$ cat src/rtl/ring_sequencer.sv
// ring_sequencer: NBITS-wide rotate/Johnson/bounce/binary pattern sequencer
// with enable-gated prescaler, parallel load, illegal-state recovery and wrap pulse.
module ring_sequencer #(
    parameter int NBITS = 4,
    parameter int DIV   = 1
) (
    input  logic             clk_2,
    input  logic             reset,
    input  logic             en,
    input  logic             dir,
    input  logic [1:0]       mode,
    input  logic             load,
    input  logic [NBITS-1:0] load_val,
    output logic [NBITS-1:0] q,
    output logic             wrap,
    output logic             legal
);
    localparam int PW = $clog2(DIV) + 1;
    localparam logic [1:0] ROT    = 2'd0;
    localparam logic [1:0] JOHN   = 2'd1;
    localparam logic [1:0] BOUNCE = 2'd2;
    localparam logic [1:0] BIN    = 2'd3;

    logic [PW-1:0]    pcnt;
    logic             bdir;
    logic             step;
    logic             nbdir;
    logic [NBITS-1:0] start;
    logic [NBITS-1:0] nq;

    // odd modes (Johnson, binary) start from all-zeros, one-hot modes from bit 0
    assign start = mode[0] ? '0 : NBITS'(1);
    assign step  = en && (pcnt == PW'(DIV - 1));

    assign legal = (mode == BIN)  ? 1'b1 :
                   (mode == JOHN) ? ($countones(q[NBITS-1:1] ^ q[NBITS-2:0]) <= 1) :
                                    ($countones(q) == 1);

    // bounce turns around when the lit bit reaches the end it is heading toward
    assign nbdir = (mode == BOUNCE) ? (bdir ? ~q[0] : q[NBITS-1]) : bdir;

    assign nq = (mode == ROT)    ? (dir ? {q[0], q[NBITS-1:1]} : {q[NBITS-2:0], q[NBITS-1]}) :
                (mode == JOHN)   ? (dir ? {~q[0], q[NBITS-1:1]} : {q[NBITS-2:0], ~q[NBITS-1]}) :
                (mode == BOUNCE) ? (nbdir ? q >> 1 : q << 1) :
                                   (dir ? q - 1'b1 : q + 1'b1);

    always_ff @(posedge clk_2) begin
        if (reset) begin
            q    <= start;
            bdir <= 1'b0;
            pcnt <= '0;
            wrap <= 1'b0;
        end else if (load) begin
            q    <= load_val;
            bdir <= dir;
            pcnt <= '0;
            wrap <= 1'b0;
        end else begin
            wrap <= 1'b0;
            if (en)
                pcnt <= step ? '0 : pcnt + 1'b1;
            if (step) begin
                q    <= legal ? nq : start;
                bdir <= legal ? nbdir : 1'b0;
                wrap <= legal && (nq == start);
            end
        end
    end
endmodule
$ cat config.mk
export PLATFORM = sky130hd
export DESIGN_NAME = ring_sequencer
export DESIGN_NICKNAME = d
export VERILOG_FILES = /design/src/rtl/ring_sequencer.sv
export SDC_FILE = /design/constraint.sdc
export NUM_CORES = 1
export LEC_CHECK = 0
export ABC_CLOCK_PERIOD_IN_PS = 5700
export BUFFER_PORTS_ARGS = -buffer_cell sky130_fd_sc_hd__buf_2
export CORE_MARGIN = 5
export CORE_UTILIZATION = 45
export DETAILED_ROUTE_END_ITERATION = 16
export GPL_TIMING_DRIVEN = 0
export HOLD_SLACK_MARGIN = 0.03
export PLACE_DENSITY = 0.76
export SYNTH_ARGS = -nofsm -noshare
export SYNTH_HDL_FRONTEND = slang
export SYNTH_SLANG_ARGS = --single-unit
$ cat constraint.sdc
create_clock -name clk_2 -period 5.7 [get_ports clk_2]
set_clock_uncertainty 0.05 [all_clocks]
set_input_delay 0.855 -clock clk_2 [delete_from_list [all_inputs] [get_ports clk_2]]
set_output_delay 0.855 -clock clk_2 [all_outputs]
set_load 0.03 [all_outputs]
==> qor_table.md <==
| Parameter | Value |
| --- | --- |
| Hold Crit Depth | 1 |
| Power per unit of standard cell area | 236 nW/um^2 |
| Outcome | finished, final reports clean |
| Utilization after layout | 55.5% |
| Sequential-to-total area share from yosys stat | 21.3% |
| Sw power | 0.0982 mW |
| GRT Overall Usage | 16.1% |
| DR vias/cell | 5.74 |
| Final design instance area without fill | 980 sq um |
| Final critical delay including setup and external delays | 3.63 ns |
| Count of input and output buffers | 15 |
| Tightest Pin Transition | 0.430 ns |
| Count of final max-slew check failures | 0 |
| Total of fill cells in the finished design | 183 |
| Worst-path cell with the longest stage delay | edfxtp_1 |
| Remaining global-route overflow | 0 |
| Final setup fails | 0 |
| Slew margin rel. | 71.3% |
| DRT Pass-1 Iters | 4 |
| Register bit total from synthesis | 7 |
| Weighted congestion at the end of routability-driven global placement | 0.879 |
| Highest cell delay on the worst timing path | 0.61 ns |
| Kind of end point of the critical path | output port |
| Crit path kind | reg -> out |
| Final hold violation count | 0 |
| # hold bufs at CTS | 0 |
| Largest driver fanout on the critical path | 11 |
| Number of placed I/O pins | 17 |
| Initial antenna violation count | 0 |
| Relative contribution of sequential cells to total power | 28.5% |
| Maximum achievable frequency | 0.276 GHz |
| Post-synth design cell area | 846 sq um |
| Register clock-pin slew on the reported worst setup and hold paths | 0.06 ns |
| Kind of path behind the tightest hold check | reg -> reg |
| Count of max-cap constraint violations | 0 |
| Total half-perimeter wirelength after legalization and detailed placement | 1.58 mm |
| Synth Net Count | 119 |
| Quantity of gates resized following cts | 0 |
| Largest net degree at the start of global routing | 12 |
| Clock network latency to the later pin of the worst-skew pair | 0.26 ns |
| Primary flip-flop cell chosen by synthesis mapping | edfxtp_1 |
| Startpoint type of the worst setup path | flop |
| Endpoint of the worst hold path | pcnt$_SDFFE_PP0P_ |
| Number of buffers between clock root and the deepest sink | 2 |
| Std-Cell Rows | 15 |
| Core region area | 1760 sq um |
| Critical path required time | 4.80 ns |
| TritonCTS Sinks | 7 |
| Reg2reg start | q[1]$_SDFFCE_PP0P_ |
| Family with the most delay on the worst path | adder cells |
| Setup fix buffers added after clock tree synthesis | 0 |
| Post-synthesis area per instance | 8.46 sq um |
| Number of antenna repair diodes | 0 |
| Launch instance of the worst min-delay path | pcnt$_SDFFE_PP0P_ |
| Starting utilization of the core area | 47.9% |
| Setup repair after global routing missed its margin | no |
| Placed Cells incl. Taps | 140 |
| Setup ws final | 2.07 ns |
| Die Footprint | 2850 sq um |
| Post-route total power | 0.232 mW |
| Net count of the finished layout | 139 |
| Design internal power | 0.133 mW |
| Clock buffers created by TritonCTS | 3 |
| Width of the chip | 53.4 microns |
| Critical path launch point | q[1]$_SDFFCE_PP0P_ |
| Critical Path, Cell by Cell | inv_1 > fa_1 > inv_1 > ha_1 > ha_1 > nor2_1 > a21oi_1 > nor2_2 > buf_2 |
| Clock power frac | 20.6% |
| Critical R2R Capture | q[3]$_SDFFCE_PP0P_ |
| Setup_tns | 0 ns |
| Sw Ratio | 42.4% |
| Ys async rst share | 0% |
| Data arrival time of the critical path | 2.72 ns |
| Post-synthesis cell count | 100 |
| Number of design rule violations left after detail routing | 0 |
| Post-Route WL | 2.00 mm |
| Drt first-iter violations | 24 |
| Area delta synth->final | 15.8% |
| Wire length of the first global-routing pass | 3.31 mm |
| Portion of total power attributed to combinational logic | 50.9% |
| Worst voltage drop across the vdd grid | 0.153 mV |
| Worst reg-to-reg setup slack | 2.92 ns |
| Post-synth EDFFs | 4 |
| Vias in the first global route | 774 |
| Detail-routed net length per standard cell | 13.9 microns |
| Setup slack at placement | 2.34 ns |
| Area post-placement | 952 sq um |
| Reported leakage power | 0.438 nW |
| Worst hold margin | 0.430 ns |
| Root buffer selected by CTS | clkbuf_4 |
| Synthesis warning total | 0 |
| Remaining antenna violation count after routing | 0 |
| TritonCTS clock tree | built |
| Ratio of final minimum period to clock period | 63.7% |
| Via count | 827 |
| Number of cells on the worst reg-to-reg path | 9 |
| H-tree depth reported by CTS | 1 |
| Post-layout instance count excluding filler cells | 144 |
| Share of final-layout standard cells stronger than drive strength 1 | 26.1% |
| Combined buffer and inverter count along the critical path | 3 |
| Count of distinct cell types in the synthesized netlist | 42 |
| Chip height | 53.4 microns |
[worst reg2reg max path: cells and delay by family, from the launching register on]
kind,cells,cell delay [ns]
AO/OA/AOI/OAI,2,0.51
AND/OR/NAND/NOR,2,0.15
flip-flops,1,0.61
adder cells (fa/ha/maj),3,1.00
buffers and inverters,2,0.22
[registers in the layout, indices dropped and copies added, names as in the netlist]
signal	cells
q	4
wrap	1
bdir	1
pcnt	1
[power groups by stage]
stage          registers (mW)  logic [mW]  clock network (mW)
3_5_place_dp           0.0671       0.117                   0
4_1_cts                0.0660       0.118              0.0484
6_report               0.0660       0.118              0.0476
2_1_floorplan          0.0730      0.0819                   0
5_1_grt                0.0669       0.131              0.0514
3_3_place_gp           0.0668       0.113                   0
[Yosys cell counts, types with 2 or more instances]
library cell   n  share of area [%]
buf_4          3                2.7
fa_1           2                4.7
nand3_1        2                1.2
xnor2_1        5                5.2
mux2i_1        3                3.6
o22ai_1        3                2.2
nor2_1         7                3.1
nor4_1         2                1.5
a211oi_1       2                1.8
ha_1           6                8.9
o21ai_1        3                1.8
inv_1          7                3.1
nand2_1       10                4.4
a21oi_1        6                3.6
a31oi_1        2                1.5
nor3_1         2                1.2
edfxtp_1       4                 14
dfxtp_1        3                7.1
nand2b_1       2                1.5
nor2b_1        3                2.2
buf_6          2                2.7
[how the worst max path moves through the flow]
stage	endpoint	slack (ns)	cells after the start
3_5_place_dp	legal	2.34	9
2_1_floorplan	legal	2.45	9
4_1_cts	legal	2.06	9
6_report	legal	2.07	9
5_1_grt	legal	1.88	9
3_3_place_gp	legal	2.43	9
[metal layers]
| metal | track usage [%] | vias to the layer above | part of all wire [%] |
|---|---|---|---|
| met1 | 18.7 | 386 | 41 |
| li1 | - | 399 | - |
| met4 | 11.9 | 0 | 3.9 |
| met3 | 3.10 | 10 | 7.2 |
| met5 | 0 | - | 0 |
| met2 | 25.7 | 32 | 48 |
[cells in the final DEF, fill, tap and decap left out, drive strengths merged, types with 2 or more instances in the layout]
master and n:
o21ai 5, nand2b 2, clkbuf 4, nor2 8
a211oi 2, inv 7, fa 2, a31oi 2
dfxtp 3, o22ai 3, nand2 10, xnor2 5
nor4 2, edfxtp 4, nor2b 4, a21oi 6
buf 21, ha 6, nand3 2, mux2i 3
nor3 2
[cells by family after synthesis]
| group | synth area share [%] |
|---|---|
| xor gates and xnor gates | 6.21 |
| adders and majority gates | 13.6 |
| muxes | 5.33 |
| buffers and inverters | 9.61 |
| DFF | 21.3 |
| and+or+nand+nor | 22.2 |
| AOI/OAI and AO/OA | 21.7 |
[layout make-up]
class	instances	area, sq um	share of cell area (%)
plain buffers	7	55.1	5.62
multi-input cells	79	584	59.6
clock inverters	1	5.00	0.511
well taps	25	31.3	3.19
repair buffers	15	75.1	7.66
inverters	7	26.3	2.68
clock buffers	3	22.5	2.30
flip-flops and latches	7	180	18.4
Power figures use the tool's default switching activity.
